$ cat src/rtl/traffic_display_driver_if.sv
// ---------------------------------------------------------------------------
// traffic_display_driver_if
//
// Purpose: bundles the signals between the traffic-light controller side and
// the display driver. The controller side supplies the light state, the
// remaining-seconds count and the 1 Hz tick. The driver side returns the
// multiplexed seven-segment and lamp outputs.
//
// Signals:
//   Tick_1Hz       1-cycle pulse once per second, synchronous to Clock
//   Current_State  light state: RED=00, YELLOW=01, GREEN=10, NONE=11
//   Time_Left      seconds remaining in the current state, 0..15
//   Seg            segments {g,f,e,d,c,b,a}, active-low
//   Digit_En       digit anodes, active-low; bit0 = ones, bit1 = tens
//   Light_R/Y/G    lamp outputs, active-high
//
// Modports:
//   master  controller / board side (drives state, time and tick)
//   slave   display driver (drives segments, anodes and lamps)
// ---------------------------------------------------------------------------
interface traffic_display_driver_if;
    logic       Tick_1Hz;
    logic [1:0] Current_State;
    logic [3:0] Time_Left;
    logic [6:0] Seg;
    logic [1:0] Digit_En;
    logic       Light_R;
    logic       Light_Y;
    logic       Light_G;

    modport master (
        output Tick_1Hz,
        output Current_State,
        output Time_Left,
        input  Seg,
        input  Digit_En,
        input  Light_R,
        input  Light_Y,
        input  Light_G
    );

    modport slave (
        input  Tick_1Hz,
        input  Current_State,
        input  Time_Left,
        output Seg,
        output Digit_En,
        output Light_R,
        output Light_Y,
        output Light_G
    );
endinterface

$ cat src/rtl/traffic_display_driver.sv
// ---------------------------------------------------------------------------
// traffic_display_driver
//
// Purpose: downstream consumer of the traffic-light controller. Shows the
// remaining seconds (00..15, tens digit blanked when zero) on a 2-digit
// multiplexed common-anode seven-segment display and drives the R/Y/G lamps.
// Yellow blinks at 1 Hz. Green blinks once the remaining time drops to
// WARN_TIME or below. Everything runs on the fast system clock; the 1 Hz tick
// is only used as an enable.
//
// Parameters:
//   SCAN_DIV   system-clock cycles each digit is driven before its blank gap
//   WARN_TIME  green starts blinking when Time_q <= WARN_TIME
//
// Ports:
//   Clock  system clock, rising edge
//   Reset  asynchronous, active-high
//   bus    traffic_display_driver_if.slave (inputs from controller,
//          segment/anode/lamp outputs to the board)
// ---------------------------------------------------------------------------
module traffic_display_driver #(
    parameter int SCAN_DIV  = 50000,
    parameter int WARN_TIME = 3
) (
    input  logic                           Clock,
    input  logic                           Reset,
    traffic_display_driver_if.slave        bus
);

    // Light-state encodings shared with the controller.
    localparam logic [1:0] ST_RED    = 2'b00;
    localparam logic [1:0] ST_YELLOW = 2'b01;
    localparam logic [1:0] ST_GREEN  = 2'b10;
    localparam logic [1:0] ST_NONE   = 2'b11;

    localparam logic [6:0] SEG_BLANK = 7'b1111111;
    localparam logic [6:0] SEG_DASH  = 7'b0111111;
    localparam logic [6:0] SEG_ONE   = 7'b1111001;

    // The counter only needs to reach SCAN_DIV-1; keep at least one bit so a
    // SCAN_DIV of 1 still elaborates.
    localparam int CNT_W = (SCAN_DIV > 1) ? $clog2(SCAN_DIV) : 1;
    localparam logic [CNT_W-1:0] CNT_LAST = CNT_W'(SCAN_DIV - 1);

    // The scan order is ONES -> GAP1 -> TENS -> GAP0 -> ONES. The gaps blank
    // both anodes for one cycle so the old segment pattern never ghosts onto
    // the newly enabled digit.
    typedef enum logic [1:0] {
        GAP0 = 2'b00,
        ONES = 2'b01,
        GAP1 = 2'b10,
        TENS = 2'b11
    } scan_state_t;

    logic [1:0]       State_q;
    logic [3:0]       Time_q;
    logic             Blink_Phase;

    scan_state_t      Scan_State;
    logic [CNT_W-1:0] Scan_Cnt;

    logic [6:0]       Seg_q;
    logic [1:0]       Digit_En_q;
    logic             Light_R_q;
    logic             Light_Y_q;
    logic             Light_G_q;

    logic             tens_digit;
    logic [3:0]       ones_digit;
    logic [6:0]       ones_pattern;
    logic [6:0]       tens_pattern;
    logic             green_steady;

    // Active-low seven-segment encoding for one decimal digit. Values above 9
    // never reach here because the tens digit has already been split off.
    function automatic logic [6:0] seg_of(input logic [3:0] digit);
        logic [6:0] pattern;
        case (digit)
            4'd0:    pattern = 7'b1000000;
            4'd1:    pattern = 7'b1111001;
            4'd2:    pattern = 7'b0100100;
            4'd3:    pattern = 7'b0110000;
            4'd4:    pattern = 7'b0011001;
            4'd5:    pattern = 7'b0010010;
            4'd6:    pattern = 7'b0000010;
            4'd7:    pattern = 7'b1111000;
            4'd8:    pattern = 7'b0000000;
            4'd9:    pattern = 7'b0010000;
            default: pattern = SEG_BLANK;
        endcase
        return pattern;
    endfunction

    // Capture the controller outputs every cycle so all decoding works from a
    // stable registered copy. A change of light state restarts the blink
    // phase at "lamp on", and that takes priority over a coincident tick so a
    // freshly entered yellow always begins lit.
    always_ff @(posedge Clock or posedge Reset) begin
        if (Reset) begin
            State_q     <= ST_NONE;
            Time_q      <= 4'd0;
            Blink_Phase <= 1'b0;
        end else begin
            State_q <= bus.Current_State;
            Time_q  <= bus.Time_Left;
            if (State_q != bus.Current_State) begin
                Blink_Phase <= 1'b0;
            end else if (bus.Tick_1Hz) begin
                Blink_Phase <= ~Blink_Phase;
            end
        end
    end

    // Split Time_q (0..15) into a tens flag and a ones digit, then map both
    // to segment patterns. The tens digit is blanked for values below ten,
    // and the NONE state shows a dash on both digits instead of a number.
    always_comb begin
        tens_digit   = (Time_q >= 4'd10);
        ones_digit   = tens_digit ? (Time_q - 4'd10) : Time_q;
        ones_pattern = seg_of(ones_digit);
        tens_pattern = tens_digit ? SEG_ONE : SEG_BLANK;
        if (State_q == ST_NONE) begin
            ones_pattern = SEG_DASH;
            tens_pattern = SEG_DASH;
        end
    end

    // Scan FSM with registered segment/anode outputs. The outputs are loaded
    // for the state being entered, so Digit_En always lines up with
    // Scan_State. The active digit refreshes its pattern every cycle, which
    // gives a two-edge path from Time_Left to Seg (capture, then display).
    // The counter restarts on every transition and the gaps ignore it, so
    // each gap lasts exactly one cycle.
    always_ff @(posedge Clock or posedge Reset) begin
        if (Reset) begin
            Scan_State <= GAP0;
            Scan_Cnt   <= '0;
            Seg_q      <= SEG_BLANK;
            Digit_En_q <= 2'b11;
        end else begin
            case (Scan_State)
                GAP0: begin
                    Scan_State <= ONES;
                    Scan_Cnt   <= '0;
                    Digit_En_q <= 2'b10;
                    Seg_q      <= ones_pattern;
                end
                ONES: begin
                    if (Scan_Cnt == CNT_LAST) begin
                        Scan_State <= GAP1;
                        Scan_Cnt   <= '0;
                        Digit_En_q <= 2'b11;
                        Seg_q      <= SEG_BLANK;
                    end else begin
                        Scan_Cnt   <= Scan_Cnt + 1'b1;
                        Digit_En_q <= 2'b10;
                        Seg_q      <= ones_pattern;
                    end
                end
                GAP1: begin
                    Scan_State <= TENS;
                    Scan_Cnt   <= '0;
                    Digit_En_q <= 2'b01;
                    Seg_q      <= tens_pattern;
                end
                TENS: begin
                    if (Scan_Cnt == CNT_LAST) begin
                        Scan_State <= GAP0;
                        Scan_Cnt   <= '0;
                        Digit_En_q <= 2'b11;
                        Seg_q      <= SEG_BLANK;
                    end else begin
                        Scan_Cnt   <= Scan_Cnt + 1'b1;
                        Digit_En_q <= 2'b01;
                        Seg_q      <= tens_pattern;
                    end
                end
                default: begin
                    Scan_State <= GAP0;
                    Scan_Cnt   <= '0;
                    Digit_En_q <= 2'b11;
                    Seg_q      <= SEG_BLANK;
                end
            endcase
        end
    end

    // Green stays solid while there is comfortably more than WARN_TIME left.
    assign green_steady = (int'(Time_q) > WARN_TIME);

    // Lamp drive. The state decode guarantees at most one lamp is lit.
    // Blink_Phase=0 means "lit", so both blinking lamps start on.
    always_ff @(posedge Clock or posedge Reset) begin
        if (Reset) begin
            Light_R_q <= 1'b0;
            Light_Y_q <= 1'b0;
            Light_G_q <= 1'b0;
        end else begin
            Light_R_q <= 1'b0;
            Light_Y_q <= 1'b0;
            Light_G_q <= 1'b0;
            case (State_q)
                ST_RED:    Light_R_q <= 1'b1;
                ST_YELLOW: Light_Y_q <= ~Blink_Phase;
                ST_GREEN:  Light_G_q <= green_steady | ~Blink_Phase;
                default:   ;
            endcase
        end
    end

    assign bus.Seg      = Seg_q;
    assign bus.Digit_En = Digit_En_q;
    assign bus.Light_R  = Light_R_q;
    assign bus.Light_Y  = Light_Y_q;
    assign bus.Light_G  = Light_G_q;

endmodule

$ cat src/flat_wrapper.sv
// flat-port wrapper written by rule: the top's interface ports become plain ports
module traffic_display_driver_flat 
#(
    parameter int SCAN_DIV  = 50000,
    parameter int WARN_TIME = 3
)
  (Clock, Reset, bus_Tick_1Hz, bus_Current_State, bus_Time_Left, bus_Seg, bus_Digit_En, bus_Light_R, bus_Light_Y, bus_Light_G);
  traffic_display_driver_if bus_i ();
  input  logic Clock;
  input  logic Reset;
  input wire logic [$bits(bus_i.Tick_1Hz)-1:0] bus_Tick_1Hz;
  input wire logic [$bits(bus_i.Current_State)-1:0] bus_Current_State;
  input wire logic [$bits(bus_i.Time_Left)-1:0] bus_Time_Left;
  output wire logic [$bits(bus_i.Seg)-1:0] bus_Seg;
  output wire logic [$bits(bus_i.Digit_En)-1:0] bus_Digit_En;
  output wire logic [$bits(bus_i.Light_R)-1:0] bus_Light_R;
  output wire logic [$bits(bus_i.Light_Y)-1:0] bus_Light_Y;
  output wire logic [$bits(bus_i.Light_G)-1:0] bus_Light_G;
  assign bus_i.Tick_1Hz = bus_Tick_1Hz;
  assign bus_i.Current_State = bus_Current_State;
  assign bus_i.Time_Left = bus_Time_Left;
  assign bus_Seg = bus_i.Seg;
  assign bus_Digit_En = bus_i.Digit_En;
  assign bus_Light_R = bus_i.Light_R;
  assign bus_Light_Y = bus_i.Light_Y;
  assign bus_Light_G = bus_i.Light_G;
  traffic_display_driver #(.SCAN_DIV(SCAN_DIV), .WARN_TIME(WARN_TIME)) u_core (.Clock(Clock), .Reset(Reset), .bus(bus_i));
endmodule
$ cat config.mk
export PLATFORM = sky130hd
export DESIGN_NAME = traffic_display_driver_flat
export DESIGN_NICKNAME = d
export VERILOG_FILES = /design/src/rtl/traffic_display_driver_if.sv /design/src/rtl/traffic_display_driver.sv /design/src/flat_wrapper.sv
export SDC_FILE = /design/constraint.sdc
export NUM_CORES = 1
export LEC_CHECK = 0
export BUFFER_PORTS_ARGS = -buffer_cell sky130_fd_sc_hd__buf_2
export CAP_MARGIN = 5
export CORE_UTILIZATION = 40
export DETAILED_ROUTE_END_ITERATION = 6
export GPL_ROUTABILITY_DRIVEN = 0
export GPL_TIMING_DRIVEN = 0
export SYNTH_ARGS = -nofsm -noshare
export SYNTH_HDL_FRONTEND = slang
export SYNTH_SLANG_ARGS = --single-unit
$ cat constraint.sdc
create_clock -name Clock -period 2.27 [get_ports Clock]
set_clock_uncertainty 0.05 [all_clocks]
set_input_delay 0 -clock Clock [delete_from_list [all_inputs] [get_ports Clock]]
set_output_delay 0 -clock Clock [all_outputs]
set_load 0.02 [all_outputs]
==> impl_results.md <==
- VDD IR max: 0.2988 mV
- Post-CTS Setup Bufs: 0
- Reg2reg start: u_core.Time_q[1]
- CP arrival: 2.29 ns
- R2R setup slack: 0.14 ns
- Critical Path End: u_core.bus.Seg[3]
- Residual DRC count: 0
- Hold Crit Start: bus_Time_Left[2]
- Die width: 72.66 um
- CTS sink cnt: 37
- Full die area: 5279 um^2
- Worst EP required: 2.42 ns
- Clk_lat worst skew: 0.29 ns
- Clock tree buffer depth: 2
- Count of cell types in the netlist: 50
- Most frequent cells in the layout: dfrtp_1 (25), buf_2 (24), nor2_1 (21), a21oi_1 (16), o21ai_0 (13)
- # setup viols final: 0
- Most common cell after layout, fill and taps aside: dfrtp_1
- CTS root buffer: clkbuf_8
- PortBufs: 20
- Cell area after synthesis: 1997 um^2
- Reg2reg end: u_core.bus.Seg[3]
- Drt via density: 5.121
- Final hold vios: 0
- Nature of the critical path startpoint: register
- Worst slew pin tran: 0.8761 ns
- Main area contributors after synthesis: dfrtp_1 (33%), dfstp_2 (14%), ha_1 (5.6%)
- Mapped Cells: 205
- Initial antenna violation count: 0
- Wire length per cell: 13.07 um
- Area growth syn-to-layout: 21.49%
- Post-synth net total: 223
- CP Class: register to register
- Worst Path Max Fanout: 10
- Syn_area_per_cell: 9.741 um^2
- CTS tree: yes
- Final Util: 51.03%
- Post-synth top flop: dfrtp_1
- Async set-reset flop share out of synthesis: 100.0%
- Nets: 256
- Lkg Pwr: 0.001079 uW
- CP startpoint: u_core.Time_q[1]
- Routed Antenna Nets: 0
- Pin count of the biggest net entering global routing: 22
- Synth warn: 0
- Tot GR Track Use: 18.04%
- Proportion of layout cells with a drive suffix above 1: 24.69%
- Clk slew on worst S/H paths: 0.08 ns
- Worst r2r path cells: 7
- Core area: 4755 um^2
- Leading area contributor after synthesis: dfrtp_1
- HPWL after DPL: 2811 um
- Vias: 1567
- Pwr dens: 644.1 nW/um^2
- Max Freq: 0.4687 GHz
- #FFs+latches synth: 37
- Diodes inserted: 0
- Setup_tns: 0 ns
- Final WL: 3998 um
- HP Class: primary input to register
- Top-area cell type share of the netlist area: 32.58%
- GRT overflow: 0
- Crit path time final: 2.134 ns
- Htree depth: 2
- Vias in the first global route: 1607
- Status: completed
- Worst Setup End Kind: register
- Rows: 25
- Max Cap Viol: 0
- RSZ-0062 raised after global routing: true
- DR pass1 iterations: 4
- Relative slew margins: 41.53%
- Final period util: 94.00%
- Iteration-0 DRC Markers: 102
- TritonCTS buffer count: 5
- Post-synthesis sequential area ratio: 47.06%
- Max Transition Viols Final: 0
- Initial core utilization: 42.00%
- Die Ht: 72.66 um
- Number of synthesized flops with an enable pin: 0
- Global-route wire length before repair: 7320 um
- IO Count: 21
==> final cells by class <==
class                           instances  area [um^2]
Multi-Input combinational cell        148        983.4
Clock inverter                          3        65.06
Timing Repair Buffer                   29        207.7
Tap cell                               67        83.83
Fill cell                             459         2328
Inverter                                9        33.78
Buffer                                  8        42.54
Sequential cell                        37        940.9
Clock buffer                            5        68.82
==> sequential cells by signal (all words and copies together) (netlist names) <==
name,count
u_core.bus.Seg,7
u_core.Blink_Phase,1
u_core.bus.Digit_En,2
u_core.bus.Light_G,1
u_core.Scan_State,2
u_core.Time_q,4
u_core.bus.Light_Y,1
u_core.State_q,2
u_core.Scan_Cnt,16
u_core.bus.Light_R,1
==> synthesized netlist by cell type, types with 2 or more instances <==
| cell type | instances |
|---|---|
| buf_2 | 4 |
| clkbuf_1 | 5 |
| or4_1 | 2 |
| o21ai_0 | 13 |
| dfrtp_1 | 26 |
| nor4bb_1 | 2 |
| xor2_1 | 10 |
| nand2b_1 | 3 |
| o31ai_1 | 2 |
| a21oi_1 | 16 |
| ha_1 | 9 |
| dfstp_2 | 11 |
| inv_1 | 9 |
| nor3_1 | 4 |
| nand3_1 | 8 |
| or2_2 | 4 |
| xnor2_1 | 6 |
| and2_1 | 3 |
| a211oi_1 | 4 |
| and4_1 | 2 |
| nand2_1 | 11 |
| nor2_1 | 21 |
| nand4_1 | 3 |
==> metal layers <==
layer / up-vias / wire length [um] / global-route usage (%) / share of wire, %
met4: 0 / 53 / 6.536 / 1.3
met2: 24 / 1884 / 30.22 / 47
met5: - / 0 / 0 / 0
met1: 752 / 1925 / 23.01 / 48
met3: 5 / 135 / 3.867 / 3.4
li1: 786 / - / - / -
==> worst max-delay path, stage by stage (launching register included) <==
cell and delay (ns):
dfrtp_1 0.38, clkbuf_4 0.22, inv_1 0.09, ha_2 0.42, nand2_1 0.10, a31o_2 0.30, o311ai_2 0.35, o21ai_0 0.14
==> how the worst min path moves through the flow <==
stage | endpoint | slack (ns) | cells past startpoint
final | u_core.Time_q[2] | 0.31 | 2
after global routing | u_core.Time_q[0] | 0.32 | 2
after CTS | u_core.Time_q[0] | 0.30 | 2
after detailed placement | u_core.Time_q[0] | 0.06 | 1
after global placement | u_core.Time_q[2] | 0.06 | 1
after floorplan | u_core.State_q[0] | -0.05 | 0
==> report_power, final <==
group          internal, uW  switching [uW]  leakage [uW]
clock network           437             240     0.0000681
registers               697            15.5      0.000450
logic                  74.5            99.5      0.000561
total                  1210             355       0.00108
==> what timing repair did <==
| action | CTS | global route |
|---|---|---|
| hold endpoints to repair | 24 | 0 |
| endpoints found under the setup margin | 6 | 6 |
| hold buffers | 8 | 0 |
| gates resized for setup | 2 | 3 |
| gates cloned | 0 | 0 |
==> cell families (layout without fill, tap and decap cells) <==
logic type / after synthesis / in the layout / synth area share [%]
xor+xnor: 16 / 16 / 7.017
buf+inv: 20 / 54 / 4.198
fa+ha+maj: 9 / 9 / 5.639
compound gates: 50 / 50 / 15.79
flops: 37 / 37 / 47.06
simple gates: 73 / 73 / 20.30
==> per-stage QoR <==
step	power (uW)	std cells	cell area (um^2)	hold WS, ns	setup slack (ns)
final	1563	306	2426	0.3056	0.1363
after global routing	1635	306	2426	0.3152	-0.06484
after CTS	1586	307	2419	0.2994	0.02333
after detailed placement	888.0	293	2208	0.05942	-0.2520
after global placement	881.2	292	2181	0.06298	-0.2472
after floorplan	834.7	205	1997	-0.04552	0.1756
No activity file was read; power rests on OpenSTA's default activity.
